**src/rtl/msx_mouse_pkg.sv**
```systemverilog
// Shared types and helpers for the MSX general-purpose-port mouse host.
package msx_mouse_pkg;

    typedef enum logic [2:0] {
        IDLE,
        TOGGLE,
        SETTLE,
        SAMPLE,
        DONE,
        GAP
    } mouse_state_t;

    // One read is X high, X low, Y high, Y low.
    localparam int NIBBLES = 4;

    // The mouse reports negated motion; -(-128) does not fit, so clamp it to +127.
    function automatic logic [7:0] neg_sat8(input logic [7:0] raw);
        logic [7:0] negated;
        negated = ~raw + 8'd1;
        return (raw == 8'h80) ? 8'h7F : negated;
    endfunction

endpackage

```
**src/rtl/msx_mouse_host_sync2.sv**
```systemverilog
// Two-flop synchronizer for asynchronous port pins.
module sync2 #(
    parameter int WIDTH = 1
) (
    input  logic             clk_sys,
    input  logic [WIDTH-1:0] d,
    output logic [WIDTH-1:0] q
);

    logic [WIDTH-1:0] meta;

    // Two register stages bring the pins into the clk_sys domain.
    always_ff @(posedge clk_sys) begin
        meta <= d;
        q    <= meta;
    end

endmodule

```
**src/rtl/msx_mouse_host.sv**
```systemverilog
// Host-side MSX mouse reader: toggles the strobe four times, samples a
// nibble after each toggle, and publishes negated X/Y motion plus buttons.
module msx_mouse_host
    import msx_mouse_pkg::*;
#(
    parameter int SETTLE_CYC = 64,
    parameter int GAP_CYC    = 131072
) (
    input  logic       clk_sys,
    input  logic       reset,
    input  logic       req,
    input  logic [5:0] joy_in,
    output logic       stra,
    output logic       busy,
    output logic [7:0] dx,
    output logic [7:0] dy,
    output logic [1:0] buttons,
    output logic       valid
);

    localparam int CNT_MAX = (GAP_CYC > SETTLE_CYC) ? GAP_CYC : SETTLE_CYC;
    localparam int CNT_W   = $clog2(CNT_MAX + 1);

    // SETTLE starts one edge after the toggle, so the sample edge lands
    // exactly SETTLE_CYC edges after the toggle edge.
    localparam logic [CNT_W-1:0] SETTLE_LAST = CNT_W'(SETTLE_CYC - 2);
    localparam logic [CNT_W-1:0] GAP_LAST    = CNT_W'(GAP_CYC - 1);
    localparam logic [1:0]       NIB_LAST    = 2'(NIBBLES - 1);

    mouse_state_t     state;
    logic [CNT_W-1:0] cnt;
    logic [1:0]       nib_idx;
    logic [15:0]      shift_reg;
    logic [1:0]       btn_lat;
    logic [5:0]       joy_sync;

    sync2 #(.WIDTH(6)) u_sync (
        .clk_sys (clk_sys),
        .d       (joy_in),
        .q       (joy_sync)
    );

    // Read sequencer: strobe toggling, settle/gap counting, nibble capture
    // and output publication.
    always_ff @(posedge clk_sys) begin
        if (reset) begin
            // Forcing stra low may strand the mouse mid-sequence, so wait out
            // its resync timeout before accepting a request.
            state   <= GAP;
            cnt     <= '0;
            nib_idx <= '0;
            stra    <= 1'b0;
            busy    <= 1'b0;
            valid   <= 1'b0;
            dx      <= '0;
            dy      <= '0;
            buttons <= '0;
        end else begin
            valid <= 1'b0;
            // busy trails the state by one edge; IDLE also checks it so the
            // first accepted request comes the edge after busy drops.
            busy  <= (state != IDLE);
            case (state)
                IDLE: begin
                    if (req && !busy) begin
                        nib_idx <= '0;
                        state   <= TOGGLE;
                    end
                end
                TOGGLE: begin
                    stra  <= ~stra;
                    cnt   <= '0;
                    state <= SETTLE;
                end
                SETTLE: begin
                    if (cnt == SETTLE_LAST) begin
                        state <= SAMPLE;
                    end else begin
                        cnt <= cnt + CNT_W'(1);
                    end
                end
                SAMPLE: begin
                    shift_reg <= {shift_reg[11:0], joy_sync[3:0]};
                    if (nib_idx == NIB_LAST) begin
                        btn_lat <= ~joy_sync[5:4];
                        state   <= DONE;
                    end else begin
                        nib_idx <= nib_idx + 2'd1;
                        state   <= TOGGLE;
                    end
                end
                DONE: begin
                    dx      <= neg_sat8(shift_reg[15:8]);
                    dy      <= neg_sat8(shift_reg[7:0]);
                    buttons <= btn_lat;
                    valid   <= 1'b1;
                    cnt     <= '0;
                    state   <= GAP;
                end
                GAP: begin
                    if (cnt == GAP_LAST) begin
                        state <= IDLE;
                    end else begin
                        cnt <= cnt + CNT_W'(1);
                    end
                end
                default: state <= IDLE;
            endcase
        end
    end

endmodule

```
**config.mk**
```make
export PLATFORM = sky130hd
export DESIGN_NAME = msx_mouse_host
export DESIGN_NICKNAME = d
export VERILOG_FILES = /design/src/rtl/msx_mouse_pkg.sv /design/src/rtl/msx_mouse_host_sync2.sv /design/src/rtl/msx_mouse_host.sv
export SDC_FILE = /design/constraint.sdc
export NUM_CORES = 1
export LEC_CHECK = 0
export CORE_UTILIZATION = 55
export DETAILED_ROUTE_END_ITERATION = 6
export GPL_TIMING_DRIVEN = 1
export PLACE_DENSITY = 0.77
export SETUP_SLACK_MARGIN = 0.02
export SYNTH_ARGS = -nofsm -noshare
export SYNTH_HDL_FRONTEND = slang
export SYNTH_SLANG_ARGS = --single-unit
export TNS_END_PERCENT = 5
```
**constraint.sdc**
```tcl
create_clock -name clk_sys -period 5.65 [get_ports clk_sys]
set_input_delay 0.8475 -clock clk_sys [delete_from_list [all_inputs] [get_ports clk_sys]]
set_output_delay 0.8475 -clock clk_sys [all_outputs]
set_load 0.05 [all_outputs]
```
==> metrics.cfg, run 1 <==
[floorplanning]
fp.dieArea_sq_mm=0.00609
core_sq_mm=0.00554
fp-row-count=27
start_util=0.574
io_pins=30
die_y_microns=78.0
die_x_microns=78.0

[timing]
relSlewSlack=0.307
post-route-period-util=0.463
final.setup.tns_ns=0
rsz0062_at_grt=false
hold_viol=0
setup_ws_ns=3.03
max_freq_mhz=382
slew_viol_final=0
period_minus_slack_ns=2.62
hold_slack_ns=0.331
setup_violations=0
fin_skew_ns=0.00944
worstMarginPinSlew_ns=1.04

[routing]
drt_wl_total_microns=6480
drt_iter0_drc=154
firstDrtPassIters=5
vias_per_cell=5.89
vias=2496
ant_nets=0
drc_errors=0
route.detailed.wl_per_inst_microns=15.3

[setup_path]
worst_path_max_delay_cell=o21ai_2
path_class=reg -> reg
required_ns=5.87
crit_fanout=28
path_buf_inv=0
crit_family=simple AND/OR/NAND/NOR gates
cp_cell_sequence=nor4bb_1, nand4_1, o21ai_2, or3_1, o21ai_1
worstPathArrival_ns=2.84
cp_slowest_stage_delay_ns=0.80
startpoint_type=flop
cp-end-kind=flop

[place]
globalplace.congestion=0.808
dp_hpwl_microns=4180
io_buffers=29
post_dp_cell_area_sq_mm=0.00348
place_ws_ns=3.12

[synth]
synthTopCellsByArea=dfxtp_1 (35%), edfxtp_1 (17%), a21oi_1 (4.6%)
ys_seq_elements=74
synth_edf_count=18
synth_top_area_frac=0.352
synthArstFlopShare=0
syn-instance-count=324
synth_area_sq_mm=0.00318
synth_warnings=0
ys.flop_type=dfxtp_1
yosysTopAreaCell=dfxtp_1
synth_nets=338
ys_types=49
synth_seq_area_share=0.522
avgSynthCellArea_sq_um=9.82

[finish]
n_antenna_cell=0
fin_util=0.667
largest_reg_flops=18
fin_area_sq_mm=0.00370
nNetsFinal=361
drive_gt1_frac=0.0881
area_delta_synth_final_pct=16.2

[clocking]
cts_tree=done
postCtsSetupBuffers=0
cts_root_buf=clkbuf_8
clkTransAtPathRegs_ns=0.08
worstSkewPairLatency_ns=0.35
cts_resized=0
cts_buffers=9
clockBufferDepth=2
cts_hold_buffers=0
clock-sinks=74
htree_levels=3

[grt]
antenna_found_initial=0
grt_max_degree=29
overflow=0
grtUsageTotal=0.226
grt_pass1_wl_microns=10700
grt_pass1_vias=2349

[run_status]
outcome=complete, no violations

[min_path]
hp-class=reg -> reg

[power_and_ir_drop]
vdd_drop_max_mv=0.177
cellPowerDensity_mw_per_mm2=274
p_leak_nw=1.31

[flow_run]
maxCapViolCount=0

==> worst reg2reg max path, stage by stage, from the launching register on <==
cell,delay [ns]
dfxtp_1,0.48
nor4bb_1,0.39
nand4_1,0.17
o21ai_2,0.80
or3_1,0.51
o21ai_1,0.15
==> worst paths after layout <==
kind                        from          end  slack (ns)  cells past startpoint
setup / recovery          cnt[4]       cnt[8]        3.03                      5
hold reg to reg   u_sync.meta[0]  u_sync.q[0]        0.33                      0
hold / removal    u_sync.meta[0]  u_sync.q[0]        0.33                      0
setup reg to reg          cnt[4]       cnt[8]        3.03                      5
==> per-stage QoR <==
step / power [mW] / cells
final: 1.01 / 424
after global routing: 1.05 / 424
after CTS: 1.02 / 424
after detailed placement: 0.587 / 408
after global placement: 0.586 / 408
after floorplan: 0.576 / 324
==> cell families (layout without fill, tap and decap cells) <==
family	Yosys count	in the layout	share of synthesized area
compound gates	86	86	0.182
xor+xnor	13	13	0.0358
simple gates	109	109	0.183
buf+inv	35	63	0.0515
flops	74	74	0.522
fa+ha+maj	5	5	0.0197
mux	2	2	0.00629
==> routing by layer <==
layer	global-route usage	part of all wire	vias to the layer above	wire, microns
met1	0.272	0.45	1171	2900
li1	-	-	1234	-
met5	0	0	-	0
met3	0.0558	0.059	10	380
met2	0.389	0.48	81	3120
met4	0.0870	0.013	0	85
==> cell usage after synthesis (6+ instances only) <==
library cell  number
xor2_1             6
nand3_1           11
a21oi_1           29
a31oi_1            7
clkbuf_1          14
nor3_1             9
xnor2_1            7
o31ai_1            6
dfxtp_1           56
nor2_1            29
o21ai_0           15
nand2_1           21
o311ai_1          10
inv_1             15
nand4_1            6
edfxtp_1          18
==> cell usage in the layout (no fill, tap or decap), types with 2 or more instances in the layout <==
cell type	Yosys	routed
dfxtp_1	56	56
nor2_1	29	29
a21oi_1	29	29
clkdlybuf4s50_1	0	29
nand2_1	21	21
edfxtp_1	18	18
inv_1	15	15
o21ai_0	15	15
nand3_1	11	11
o311ai_1	10	10
nor3_1	9	9
clkbuf_8	0	9
a31oi_1	7	7
xnor2_1	7	7
nand4_1	6	6
o31ai_1	6	6
xor2_1	6	6
or4_1	5	5
o41ai_2	5	5
ha_1	5	5
nor2b_1	4	4
or3_1	4	4
o21ai_1	4	4
buf_4	0	3
nor4_1	2	2
nor3_2	2	2
nand3b_1	2	2
and3_1	2	2
mux2i_1	2	2
a22oi_1	2	2
o211ai_1	2	2
clkinvlp_4	0	2
inv_6	0	2
==> layout make-up <==
class                   instances  area [sq um]
clock inverters                 6          71.3
flip-flops and latches         74          1660
repair buffers                 32           313
inverters                      15          56.3
fillers                       438          1840
clock buffers                  10           149
multi-input cells             215          1360
well taps                      72          90.1
==> power by group <==
group / switching [mW] / internal (mW) / total (mW)
Combinational: 0.0127 / 0.0108 / 0.0235
Sequential: 0.00501 / 0.546 / 0.551
Clock: 0.205 / 0.234 / 0.439
(Power assumes the default switching activity.)
==> run 2: changes to the inputs <==
--- a/config.mk
+++ b/config.mk
@@ -5,10 +5,10 @@
 export SDC_FILE = /design/constraint.sdc
 export NUM_CORES = 1
 export LEC_CHECK = 0
-export CORE_UTILIZATION = 55
+export CORE_UTILIZATION = 51
 export DETAILED_ROUTE_END_ITERATION = 6
 export GPL_TIMING_DRIVEN = 1
-export PLACE_DENSITY = 0.77
+export PLACE_DENSITY = 0.75
 export SETUP_SLACK_MARGIN = 0.02
 export SYNTH_ARGS = -nofsm -noshare
 export SYNTH_HDL_FRONTEND = slang
==> constraint.sdc (replaced) <==
create_clock -name clk_sys -period 2.2 [get_ports clk_sys]
set_input_delay 0.33 -clock clk_sys [delete_from_list [all_inputs] [get_ports clk_sys]]
set_output_delay 0.33 -clock clk_sys [all_outputs]
set_load 0.05 [all_outputs]
==> metrics.cfg, run 2 (synthesis gave the netlist of run 1 again) <==
[run_status]
outcome=complete, no violations

[min_path]
whs_path_depth=0  ; unchanged
hp-class=reg -> reg
hp-start=u_sync.meta[5]
min_to=u_sync.q[5]

[finish]
nNetsFinal=369  ; +2.2%
final_common_cell=dfxtp_1
register_area_sq_mm=0.00166  ; unchanged
nFillCells=493  ; +13%
fin_area_sq_mm=0.00374  ; +1.3%
drive_gt1_frac=0.117  ; +0.0286
largest_reg_flops=18  ; unchanged
fin_util=0.629  ; -0.0383
n_antenna_cell=0  ; unchanged
multi_input_area_sq_mm=0.00137  ; +1.2%
area_delta_synth_final_pct=17.7
final_cell_mix=dfxtp_1 (56), nor2_1 (29), a21oi_1 (29), clkdlybuf4s50_1 (29), nand2_1 (21)

[timing]
slew_viol_final=0  ; unchanged
fin_skew_ns=0.00825  ; -0.00119 ns
rsz0062_at_grt=false
post-route-period-util=0.924  ; +0.461
relSlewSlack=0.536  ; +0.229
setup_violations=0  ; unchanged
worstMarginPinSlew_ns=0.689  ; -0.347 ns
max_freq_mhz=492  ; +29%
period_minus_slack_ns=2.03  ; -0.585 ns
setup_ws_ns=0.167  ; -2.87 ns
hold_viol=0  ; unchanged
final.setup.tns_ns=0  ; unchanged

[grt]
overflow=0  ; unchanged
grt_pass1_vias=2246  ; -4.4%
grt_max_degree=28  ; -3.4%
grtUsageTotal=0.215  ; -0.0113
grt_pass1_wl_microns=10500  ; -2.0%
antenna_found_initial=0  ; unchanged

[place]
io_buffers=29  ; unchanged
place_ws_ns=0.129  ; -2.99 ns
dp_hpwl_microns=4220  ; +0.84%
globalplace.congestion=0.853  ; +5.5%
post_dp_cell_area_sq_mm=0.00354  ; +1.8%

[clocking]
cts_tree=done
htree_levels=3  ; unchanged
worstSkewPairLatency_ns=0.35  ; about the same
clkTransAtPathRegs_ns=0.09  ; about the same
cts_hold_buffers=0  ; unchanged
cts_buffers=9  ; unchanged
clockBufferDepth=2  ; unchanged
cts_root_buf=clkbuf_8
clock-sinks=74  ; unchanged

[routing]
drc_errors=0  ; unchanged
vias_per_cell=5.73  ; -2.7%
route.detailed.wl_per_inst_microns=14.3  ; -6.5%
drt_wl_total_microns=6220  ; -4.0%
vias=2491  ; -0.20%
ant_nets=0  ; unchanged
drt_iter0_drc=137  ; -11%
firstDrtPassIters=4  ; -1

[setup_path]
timing.rr.start=state[1]
cp_cell_sequence=nand3b_1, nor2_1, and3_4, or3_1, o41ai_2
path_class=reg -> reg
startpoint_type=flop
worst_path_max_delay_cell=dfxtp_1
cp_slowest_stage_delay_ns=0.58  ; -0.22 ns
crit_fanout=16  ; -43%
required_ns=2.45  ; -3.42 ns
rrSetupSlack_ns=0.17  ; -2.87 ns
reg2reg_to=cnt[9]
cp-end-kind=flop
worstRegToRegCells=5  ; unchanged
crit_family=simple AND/OR/NAND/NOR gates
path_buf_inv=0  ; unchanged
worstPathArrival_ns=2.29  ; -0.55 ns

[floorplanning]
io_pins=30  ; unchanged
die_x_microns=81.0  ; +3.7%
fp.dieArea_sq_mm=0.00656  ; +7.6%
start_util=0.534  ; -0.0400
fp-row-count=28  ; +3.7%
die_y_microns=81.0  ; +3.7%
core_sq_mm=0.00596  ; +7.5%

[power_and_ir_drop]
vdd_drop_max_mv=0.564  ; +220%
p_leak_nw=1.35  ; +2.7%
cellPowerDensity_mw_per_mm2=661  ; +140%

[flow_run]
maxCapViolCount=0  ; unchanged

[run 2: cell count changes in the layout (fill, tap and decap cells not counted), sizes merged]
cell	previous run	this run
clkbuf	10	9
clkinvlp	2	1
bufinv	1	0
buf	3	11
inv	17	20
[run 2: cell type report]
cell class              count  share of cell area
well taps                  75              0.0251
inverters                  15              0.0150
multi-input cells         215               0.366
clock buffers               9              0.0331
repair buffers             40              0.0996
flip-flops and latches     74               0.444
clock inverters             7              0.0174
[run 2: timing repair]
item / CTS / global route
gates resized for setup: 0 / 3
setup endpoints to repair: 0 / 4
setup buffers: 0 / 0
[run 2: worst max path at each step]
stage / from / end / slack (ns) / depth (start not counted)
5_1_grt: shift_reg[8] / dx[7] / 0.04 / 7
2_1_floorplan: state[1] / btn_lat[0] / 0.04 / 5
6_report: state[1] / cnt[9] / 0.17 / 5
4_1_cts: shift_reg[0] / dy[7] / 0.11 / 7
3_3_place_gp: shift_reg[0] / dy[7] / 0.19 / 7
3_5_place_dp: shift_reg[0] / dy[7] / 0.13 / 7
[run 2: metal layers]
| metal | global-route usage | vias to the layer above | part of all wire |
|---|---|---|---|
| li1 | - | 1255 | - |
| met4 | 0.0893 | 0 | 0.010 |
| met1 | 0.298 | 1171 | 0.48 |
| met3 | 0.0596 | 6 | 0.049 |
| met5 | 0 | - | 0 |
| met2 | 0.313 | 59 | 0.46 |
[run 2: where the power goes]
part	leakage (nW)	internal (mW)	switching, mW	total (mW)
combinational	0.632	0.0276	0.0325	0.0601
sequential	0.618	1.40	0.0121	1.42
clock	0.0947	0.439	0.563	1.00
[run 2: stage by stage]
step	instances	hold WS, ns	power, mW
5_1_grt	435	0.350	2.58
3_5_place_dp	419	0.315	1.51
4_1_cts	435	0.336	2.50
2_1_floorplan	324	0.310	1.48
6_report	435	0.336	2.48
3_3_place_gp	419	0.312	1.51
